--- src/rtl/phreg_free_list.sv ---
// Circular FIFO of free physical register tags feeding rename.
// Grants up to NUM_PORTS tags per cycle (all-or-nothing) and accepts commit releases.
module phreg_free_list #(
    parameter int unsigned NUM_PORTS     = 2,
    parameter int unsigned NUM_PHYS_REGS = 64,
    parameter int unsigned NUM_ARCH_REGS = 32,
    parameter int unsigned DEPTH         = NUM_PHYS_REGS - NUM_ARCH_REGS,
    parameter int unsigned TAG_W         = $clog2(NUM_PHYS_REGS),
    parameter int unsigned CNT_W         = $clog2(DEPTH + 1)
) (
    input  logic                       clk_i,
    input  logic                       rst_i,
    input  logic [NUM_PORTS-1:0]       alloc_req_i,
    output logic [NUM_PORTS-1:0]       alloc_valid_o,
    output logic [NUM_PORTS*TAG_W-1:0] alloc_tag_o,
    output logic                       alloc_stall_o,
    input  logic [NUM_PORTS-1:0]       release_valid_i,
    input  logic [NUM_PORTS*TAG_W-1:0] release_tag_i,
    output logic [CNT_W-1:0]           free_count_o,
    output logic                       empty_o,
    output logic                       overflow_o
);

    localparam int unsigned PTR_W = (DEPTH > 1) ? $clog2(DEPTH) : 1;

    logic [TAG_W-1:0] entry_q [DEPTH];
    logic [PTR_W-1:0] head_q, head_d;
    logic [PTR_W-1:0] tail_q, tail_d;
    logic [CNT_W-1:0] count_q, count_d;
    logic             overflow_q, overflow_d;

    logic [NUM_PORTS-1:0] wr_en;
    logic [PTR_W-1:0]     wr_ptr [NUM_PORTS];

    int unsigned cnt, n_req, n_grant, n_acc, space, off;
    logic        grant, drop;

    function automatic logic [PTR_W-1:0] ptr_add(input logic [PTR_W-1:0] p,
                                                 input int unsigned off_in);
        int unsigned s;
        s = 32'(p) + off_in;
        if (s >= DEPTH) s = s - DEPTH;
        return PTR_W'(s);
    endfunction

    always_comb begin
        cnt           = 32'(count_q);
        n_req         = 0;
        off           = 0;
        n_acc         = 0;
        drop          = 1'b0;
        alloc_tag_o   = '0;
        alloc_valid_o = '0;
        wr_en         = '0;
        for (int k = 0; k < NUM_PORTS; k++) begin
            wr_ptr[k] = '0;
            if (alloc_req_i[k]) n_req = n_req + 1;
        end

        grant         = (cnt >= n_req);
        alloc_stall_o = (n_req != 0) && !grant && !rst_i;
        n_grant       = grant ? n_req : 0;
        if (grant && !rst_i) alloc_valid_o = alloc_req_i;

        // Lane k reads head + (number of requesting lanes below k).
        for (int k = 0; k < NUM_PORTS; k++) begin
            if (alloc_req_i[k]) begin
                if (grant) alloc_tag_o[k*TAG_W +: TAG_W] = entry_q[ptr_add(head_q, off)];
                off = off + 1;
            end
        end

        // Space counts slots vacated by this cycle's grant; tag 0 is never returned.
        space = DEPTH - (cnt - n_grant);
        for (int k = 0; k < NUM_PORTS; k++) begin
            if (release_valid_i[k] && (release_tag_i[k*TAG_W +: TAG_W] != '0)) begin
                if (n_acc < space) begin
                    wr_en[k]  = 1'b1;
                    wr_ptr[k] = ptr_add(tail_q, n_acc);
                    n_acc     = n_acc + 1;
                end else begin
                    drop = 1'b1;
                end
            end
        end

        head_d     = ptr_add(head_q, n_grant);
        tail_d     = ptr_add(tail_q, n_acc);
        count_d    = CNT_W'(cnt - n_grant + n_acc);
        overflow_d = overflow_q | drop;
    end

    always_ff @(posedge clk_i) begin
        if (rst_i) begin
            for (int i = 0; i < DEPTH; i++) entry_q[i] <= TAG_W'(NUM_ARCH_REGS + i);
            head_q     <= '0;
            tail_q     <= '0;
            count_q    <= CNT_W'(DEPTH);
            overflow_q <= 1'b0;
        end else begin
            for (int k = 0; k < NUM_PORTS; k++) begin
                if (wr_en[k]) entry_q[wr_ptr[k]] <= release_tag_i[k*TAG_W +: TAG_W];
            end
            head_q     <= head_d;
            tail_q     <= tail_d;
            count_q    <= count_d;
            overflow_q <= overflow_d;
        end
    end

    assign free_count_o = count_q;
    assign empty_o      = (count_q == '0);
    assign overflow_o   = overflow_q;

endmodule
--- config.mk ---
export PLATFORM = sky130hd
export DESIGN_NAME = phreg_free_list
export DESIGN_NICKNAME = d
export VERILOG_FILES = /design/src/rtl/phreg_free_list.sv
export SDC_FILE = /design/constraint.sdc
export NUM_CORES = 1
export LEC_CHECK = 0
export ABC_AREA = 1
export CAP_MARGIN = 0
export CELL_PAD_IN_SITES_DETAIL_PLACEMENT = 1
export CELL_PAD_IN_SITES_GLOBAL_PLACEMENT = 2
export CORE_AREA = 2 2 230 232
export DETAILED_ROUTE_END_ITERATION = 10
export DIE_AREA = 0 0 232 234
export PLACE_DENSITY = 0.69
export SYNTH_ARGS = -nofsm -noshare
export SYNTH_HDL_FRONTEND = slang
export SYNTH_SLANG_ARGS = --single-unit
--- constraint.sdc ---
create_clock -name clk_i -period 8.45 [get_ports clk_i]
set_input_delay 1.69 -clock clk_i [delete_from_list [all_inputs] [get_ports clk_i]]
set_output_delay 1.69 -clock clk_i [all_outputs]
set_load 0.1 [all_outputs]
==> results of run 1 <==
[routing by layer]
metal,wire (um),vias up,track usage
met5,0,-,0
met4,2720,0,0.100
met3,3970,149,0.0285
met2,31200,536,0.412
met1,32400,7689,0.362
li1,-,7401,-
[power by group through the flow]
stage | Clock (W) | Sequential (W) | Combinational, W
after CTS | 0.00111 | 0.00123 | 0.00177
after detailed placement | 0 | 0.00125 | 0.00176
final | 0.00110 | 0.00123 | 0.00178
after global placement | 0 | 0.00125 | 0.00175
after global routing | 0.00115 | 0.00124 | 0.00192
after floorplan | 0 | 0.00130 | 0.00104
[cell usage in the layout (no fill, tap or decap), types with 5 or more instances in the layout]
cell	n
a211oi_1	16
a21oi_1	180
a221o_1	5
a22oi_1	5
a32o_1	8
buf_2	6
buf_4	79
clkbuf_1	5
clkbuf_16	27
clkdlybuf4s50_1	27
clkinv_1	8
dfxtp_1	16
edfxtp_1	192
ha_1	19
inv_1	126
inv_2	12
nand2_1	816
nand3_1	276
nand4_1	27
nor2_1	161
nor2_4	11
nor3_1	6
o21ai_0	96
o311ai_0	33
[worst min-delay path by stage]
stage | endpoint
global route | overflow_o$_SDFF_PP0_
CTS | overflow_o$_SDFF_PP0_
global placement | head_q[3]$_SDFF_PP0_
finish | overflow_o$_SDFF_PP0_
detailed placement | overflow_o$_SDFF_PP0_
floorplan | head_q[3]$_SDFF_PP0_
[synthesized netlist by cell type, drive strengths merged, types with 20 or more instances]
master and instances:
nand4 30, o21ai 96, nand3 281, inv 136, clkbuf 118, ha 20, nand2 821, nor2 174
buf 47, o311ai 34, edfxtp 192, a21oi 180
[layout make-up]
cell class / instances / area (um2) / area share
multi-input combinational: 1702 / 8060 / 0.466
sequential: 209 / 6110 / 0.353
timing repair buffer: 114 / 933 / 0.0539
tap: 688 / 861 / 0.0497
clock buffer: 32 / 694 / 0.0401
inverter: 140 / 526 / 0.0303
clock inverter: 15 / 129 / 0.00744
[cell families (layout without fill, tap and decap cells)]
family,after synthesis,count (layout),synth area share
and+or+nand+nor,1319,1319,0.364
AOI/OAI and AO/OA,354,354,0.134
buffers and inverters,305,301,0.0807
DFF,209,209,0.398
adders and majority gates,24,24,0.0215
xor gates and xnor gates,5,5,0.00285
[state kept, by name, indices dropped and copies added (netlist names)]
signal,count
overflow_o,1
tail_q,5
entry_q,192
head_q,5
free_count_o,6
[metrics by stage]
step	worst slack, ns	std cells
floorplan	1.07	2216
global placement	0.480	2853
detailed placement	0.213	2853
CTS	0.782	2900
global route	0.139	2900
finish	0.774	2900
[worst max-delay path: cells and delay by family]
family | cells | cell delay [ns]
compound gates | 2 | 0.51
xor+xnor | 1 | 0.09
buf+inv | 7 | 1.27
fa+ha+maj | 7 | 1.96
simple gates | 14 | 2.35
==> impl_metrics.ini, run 1 <==
[pwr]
power.density_nw_per_um2 = 237
clkPwrFrac = 0.267
comb_power_share = 0.434
finalPower_w = 0.00411
power.leakage_nw = 7.09
ir_worst_vdd_uv = 162
swShare = 0.447
internal_power_w = 0.00228
pwr-share-seq = 0.300
power.switching_w = 0.00184

[min_path]
hold_class = flip-flop to flip-flop
min_path_cells = 1
worstHoldStart = overflow_o$_SDFF_PP0_

[floorplan]
die_y_um = 234
placementRows = 84
start_util = 0.295
ios = 41
die_x_um = 232
dieArea_um2 = 54300
fp.coreArea_um2 = 52000

[timing]
min_period_over_period = 0.908
tns_ns = 0
fin_skew_ns = 0.0106
timing.hold.ws_ns = 0.489
finalHoldViolations = 0
tightest_slew_ns = 1.17
relSlewSlack = 0.207
rsz0062_at_grt = false
clock.fmax_mhz = 130
period_minus_slack_ns = 7.68
setup_viol = 0
maxSlewViolCount = 0

[clock_tree]
clkLatencyLatePin_ns = 0.56
clock-sinks = 209
htree_levels = 1
clockBufferDepth = 3
cts_resized = 0
root_buffer = clkbuf_16
cts_tree = done
cts_setup_buffers = 0
cts_hold_buf = 0
clkTransAtPathRegs_ns = 0.06
cts_buffers = 26

[routing]
drc = 0
ant_nets = 0
drt_first_pass_iters = 6
drt_iter0_drc = 1268
vias_per_cell = 5.44
vias = 15775
routed_wl_mm = 70.3
wl_per_cell_um = 24.3

[worst_setup_path]
crit_path_start_kind = input port
crit_slowest_cell = clkdlybuf4s50_1
crit_start = alloc_req_i[0]
crit_required_ns = 8.68
r2r_slack_ns = 2.40
rr_worst_depth = 26
r2r_end = entry_q[16][2]$_DFFE_PP_
end_kind = flip-flop
r2r-start = free_count_o[1]$_SDFF_PP0_
arrival_ns = 7.91
cpMostUsedCell = nand2_1
worst-path-max-fanout = 28
endpoint = entry_q[16][2]$_DFFE_PP_
max_stage_delay_ns = 0.57
path_class = input port to flip-flop

[final_layout]
final_area_um2 = 17300
fin_nets = 2235
fin_util = 0.333
layout-drive-gt1-share = 0.0764
syn_to_final_growth_pct = 12.7
fillerInstances = 6493
n_antenna_cell = 0

[synth]
synth.cell_area_um2 = 15400
synthCells = 2216
synth_top_cell_area_share = 0.375
synth_fp_nets = 2258
avgSynthCellArea_um2 = 6.93
ys_seq_elements = 209
yosys_warnings = 0
synth-seq-area-share = 0.398
yosys.area.top_type = edfxtp_1
yosysUniqueCellTypes = 48
async_flop_share = 0
synth-main-ff-cell = edfxtp_1
synth.area.top_cells = edfxtp_1 (38%), nand2_1 (20%), nand3_1 (9.0%)
synth_edf_count = 192

[job]
maxCapViolCount = 0

[grt]
grt_pass1_vias = 15871
grt_max_degree = 65
globalRouteOverflowTotal = 0
grt_pass1_wl_mm = 104
antenna_found_initial = 1
track_usage = 0.259

[placement]
portBuffers = 40
place_congestion = 0.841
dp_hpwl_mm = 47.7
place_area_um2 = 16500

[outcome]
status = finished clean
(Power assumes the default switching activity.)
==> inputs of run 2 (changes only) <==
- CTS_BUF_LIST: default -> sky130_fd_sc_hd__clkbuf_8
==> run 2 against run 1 <==
Combinational power barely moved. Clock skew rose by 0.014 ns. Flip-flop and latch count did not move. Die area did not move. Fmax rose by 0.29%. Global-route usage rose by 0.061 points. Utilization fell by 0.19 points. Via count rose by 0.73%. Register-to-register slack got worse by 0.04 ns. Total power fell by 3.4%. Largest power group unchanged.
==> impl_metrics.ini, run 2 (synthesis results as in run 1) <==
[worst_setup_path]
cpMostUsedCell = nand2_1
crit_cells = 31
crit_slowest_cell = clkdlybuf4s50_1
path_class = input port to flip-flop
rr_worst_depth = 26
cp_top_family = simple AND/OR/NAND/NOR gates
arrival_ns = 7.89
crit_required_ns = 8.69
worst-path-max-fanout = 28
crit_buf_inv = 7
end_kind = flip-flop
r2r_slack_ns = 2.36
max_stage_delay_ns = 0.57
crit_path_start_kind = input port

[timing]
min_period_over_period = 0.906
setup_viol = 0
clock.fmax_mhz = 131
rsz0062_at_grt = false
fin_skew_ns = 0.0241
tightest_slew_ns = 1.29
period_minus_slack_ns = 7.65
relSlewSlack = 0.129
finalHoldViolations = 0
tns_ns = 0
maxSlewViolCount = 0
setup_ws_ns = 0.796

[routing]
drc = 0
drt_first_pass_iters = 5
routed_wl_mm = 70.4
drt_iter0_drc = 1304
wl_per_cell_um = 24.1
dr.max_layer_used = met5
met1_length_mm = 31.9
routed-wl-met3_mm = 4.67
ant_nets = 0
vias_per_cell = 5.43
vias = 15890
routed-wl-met2_mm = 30.7

[grt]
grt_pass1_vias = 15973
grt_max_degree = 65
track_usage = 0.260
globalRouteOverflowTotal = 0
grt_pass1_wl_mm = 104
antenna_found_initial = 3

[placement]
portBuffers = 40
place_congestion = 0.841
dp_hpwl_mm = 47.7
dp_slack_ns = 0.213

[final_layout]
largest_reg_flops = 192
fin_nets = 2249
mostFrequentLayoutCells = nand2_1 (816), nand3_1 (276), edfxtp_1 (192)
multi_input_area_um2 = 8060
syn_to_final_growth_pct = 12.1
seqCellArea_um2 = 6110
final_common_cell = nand2_1
layout-drive-gt1-share = 0.0832
largest_register = entry_q
fillerInstances = 6495
n_antenna_cell = 0

[floorplan]
dieArea_um2 = 54300
die_x_um = 232
die_y_um = 234
ios = 41
placementRows = 84
fp.coreArea_um2 = 52000
start_util = 0.295

[pwr]
power.leakage_nw = 7.10
power.density_nw_per_um2 = 231
ir_worst_vdd_uv = 123

[clock_tree]
clkLatencyLatePin_ns = 0.57
clkTransAtPathRegs_ns = 0.06
cts_hold_buf = 0
clockBufferDepth = 3
cts_resized = 0
cts_tree = done
cts_setup_buffers = 0
root_buffer = clkbuf_8
clock-sinks = 209
cts_buffers = 40
htree_levels = 2

[min_path]
hold_class = flip-flop to flip-flop
min_path_cells = 1

[outcome]
status = finished clean

[job]
maxCapViolCount = 0
-- run 2: cell types whose count changed in the layout (fill, tap and decap cells not counted), sizes merged --
| cell | before | now |
|---|---|---|
| clkinv | 12 | 23 |
| bufinv | 2 | 1 |
| inv | 138 | 144 |
| clkbuf | 32 | 41 |
| clkinvlp | 3 | 2 |
-- run 2: worst paths after layout --
kind	from	end
max	alloc_req_i[0]	entry_q[16][3]$_DFFE_PP_
min	overflow_o$_SDFF_PP0_	overflow_o$_SDFF_PP0_
max reg2reg	free_count_o[1]$_SDFF_PP0_	entry_q[16][3]$_DFFE_PP_
min reg2reg	overflow_o$_SDFF_PP0_	overflow_o$_SDFF_PP0_
-- run 2: metrics by stage --
stage / utilization / hold slack [ns] / cell area, um2 / total power, W / instances
final: 0.331 / 0.490 / 17200 / 0.00397 / 2924
after global routing: 0.331 / 0.533 / 17200 / 0.00417 / 2924
after CTS: 0.331 / 0.495 / 17200 / 0.00397 / 2924
after detailed placement: 0.317 / 0.469 / 16500 / 0.00302 / 2853
after global placement: 0.317 / 0.458 / 16500 / 0.00300 / 2853
after floorplan: - / 0.443 / 15400 / 0.00234 / 2216
-- run 2: final cells by class --
class                           count  share of cell area
Clock buffer                       41              0.0328
Clock inverter                     30             0.00916
Inverter                          140              0.0305
Multi-Input combinational cell   1702               0.468
Sequential cell                   209               0.355
Tap cell                          688              0.0500
Timing Repair Buffer              114              0.0542
-- run 2: layer usage --
layer  vias to the layer above  GRT usage
li1                       7436          -
met3                       167     0.0422
met1                      7702      0.356
met5                         -          0
met2                       581      0.402
met4                         4      0.118
-- run 2: power breakdown --
part           internal (W)  switching, W  total [W]
Clock              0.000483      0.000465   0.000948
Combinational      0.000464       0.00132    0.00179
Sequential          0.00117     0.0000634    0.00123
Total               0.00212       0.00185    0.00397
==> inputs of run 3 (changes only) <==
- CAP_MARGIN: 0 -> 20
- CORE_AREA: 2 2 230 232 -> 2 2 207 209
- CTS_CLUSTER_SIZE: default -> 14
- DIE_AREA: 0 0 232 234 -> 0 0 209 211
- PLACE_DENSITY: 0.69 -> 0.83
==> run 3 against run 2 <==
Wire length fell by 6.9%. Clock-buffer cell count did not move. Sequential share of layout area rose by 0.38 points. Sequential power barely moved. Critical endpoint is now entry_q[24][5]$_DFFE_PP_. Worst hold slack got worse by 0.013 ns. Clock skew rose by 0.011 ns. Utilization rose by 7.7 points.
==> impl_metrics.ini, run 3 (synthesis results as in run 1) <==
[outcome]
status = finished clean

[worst_setup_path]
worst-path-max-fanout = 28
max_stage_delay_ns = 0.57
cp_top_family = simple AND/OR/NAND/NOR gates
crit_path_start_kind = input port
crit_required_ns = 8.68
crit_slowest_cell = clkdlybuf4s50_1
path_class = input port to flip-flop
arrival_ns = 8.03
crit_cells = 33
rr_worst_depth = 28
end_kind = flip-flop
cpMostUsedCell = nand2_1
crit_buf_inv = 8

[timing]
min_period_over_period = 0.924
relSlewSlack = 0.233
finalHoldViolations = 0
maxSlewViolCount = 0
rsz0062_at_grt = false
tightest_slew_ns = 1.14
setup_viol = 0
fin_skew_ns = 0.0356
clock.fmax_mhz = 128
timing.hold.ws_ns = 0.476
setup_ws_ns = 0.642
period_minus_slack_ns = 7.81
tns_ns = 0

[min_path]
min_path_cells = 1
hold_class = flip-flop to flip-flop

[routing]
routed_wl_mm = 65.5
drc = 0
vias_per_cell = 5.82
drt_first_pass_iters = 5
wl_per_cell_um = 23.8
ant_nets = 0
drt_iter0_drc = 1572
vias = 16038

[floorplan]
die_y_um = 211
ios = 41
die_x_um = 209
placementRows = 75
dieArea_um2 = 44100
start_util = 0.368
fp.coreArea_um2 = 41800

[placement]
dp_slack_ns = 0.185
dp_hpwl_mm = 43.1
portBuffers = 40
place_congestion = 0.875

[final_layout]
final_common_cell = nand2_1
syn_to_final_growth_pct = 10.9
largest_register = entry_q
mostFrequentLayoutCells = nand2_1 (816), nand3_1 (276), edfxtp_1 (192)
fillerInstances = 5241
n_antenna_cell = 0
layout-drive-gt1-share = 0.0739
largest_reg_flops = 192
fin_nets = 2230

[grt]
grt_pass1_vias = 15921
grt_pass1_wl_mm = 98.1
grt_max_degree = 76
track_usage = 0.295
globalRouteOverflowTotal = 0
antenna_found_initial = 1

[clock_tree]
cts_tree = done
cts_hold_buf = 0
clock-sinks = 209
clkLatencyLatePin_ns = 0.58
htree_levels = 2
cts_setup_buffers = 0
clockBufferDepth = 3
clkTransAtPathRegs_ns = 0.07
cts_resized = 0
cts_buffers = 38
root_buffer = clkbuf_8

[pwr]
power.density_nw_per_um2 = 236
ir_worst_vdd_uv = 175
finalPower_w = 0.00402
power.leakage_nw = 7.07

[job]
maxCapViolCount = 0
-- run 3: cell types whose count changed in the layout (fill, tap and decap cells not counted), sizes merged --
cell	change
clkinv	-2
inv	-1
buf	-24
clkdlybuf4s50	+6
bufinv	+4
clkbuf	+1
clkinvlp	-2
-- run 3: layer usage --
metal | up-vias | GRT usage | wire (um)
met2 | 706 | 0.464 | 28900
met4 | 0 | 0.112 | 2470
met1 | 7763 | 0.407 | 28700
li1 | 7407 | - | -
met5 | - | 0 | 0
met3 | 162 | 0.0483 | 5350
-- run 3: report_power, final --
group	leakage, nW	switching, W	internal (W)
Clock	0.447	0.000457	0.000603
Combinational	4.88	0.00129	0.000441
Sequential	1.73	0.0000581	0.00117
Total	7.07	0.00180	0.00221
-- run 3: layout make-up --
type	count	area, um2	share of cell area
sequential	209	6110	0.359
multi-input combinational	1702	8060	0.473
tap	539	674	0.0396
inverter	140	526	0.0309
clock buffer	41	564	0.0331
timing repair buffer	97	846	0.0497
clock inverter	29	251	0.0148
-- run 3: metrics by stage --
step	instances	util	area (um2)
after detailed placement	2686	0.388	16200
after CTS	2756	0.408	17000
after floorplan	2216	-	15400
after global routing	2757	0.408	17000
after global placement	2686	0.388	16200
final	2757	0.408	17000
-- run 3: final timing paths --
kind	startpoint	end	slack, ns
min reg2reg	overflow_o$_SDFF_PP0_	overflow_o$_SDFF_PP0_	0.48
max	alloc_req_i[0]	entry_q[24][5]$_DFFE_PP_	0.64
max reg2reg	free_count_o[1]$_SDFF_PP0_	entry_q[24][5]$_DFFE_PP_	2.19
min	overflow_o$_SDFF_PP0_	overflow_o$_SDFF_PP0_	0.48
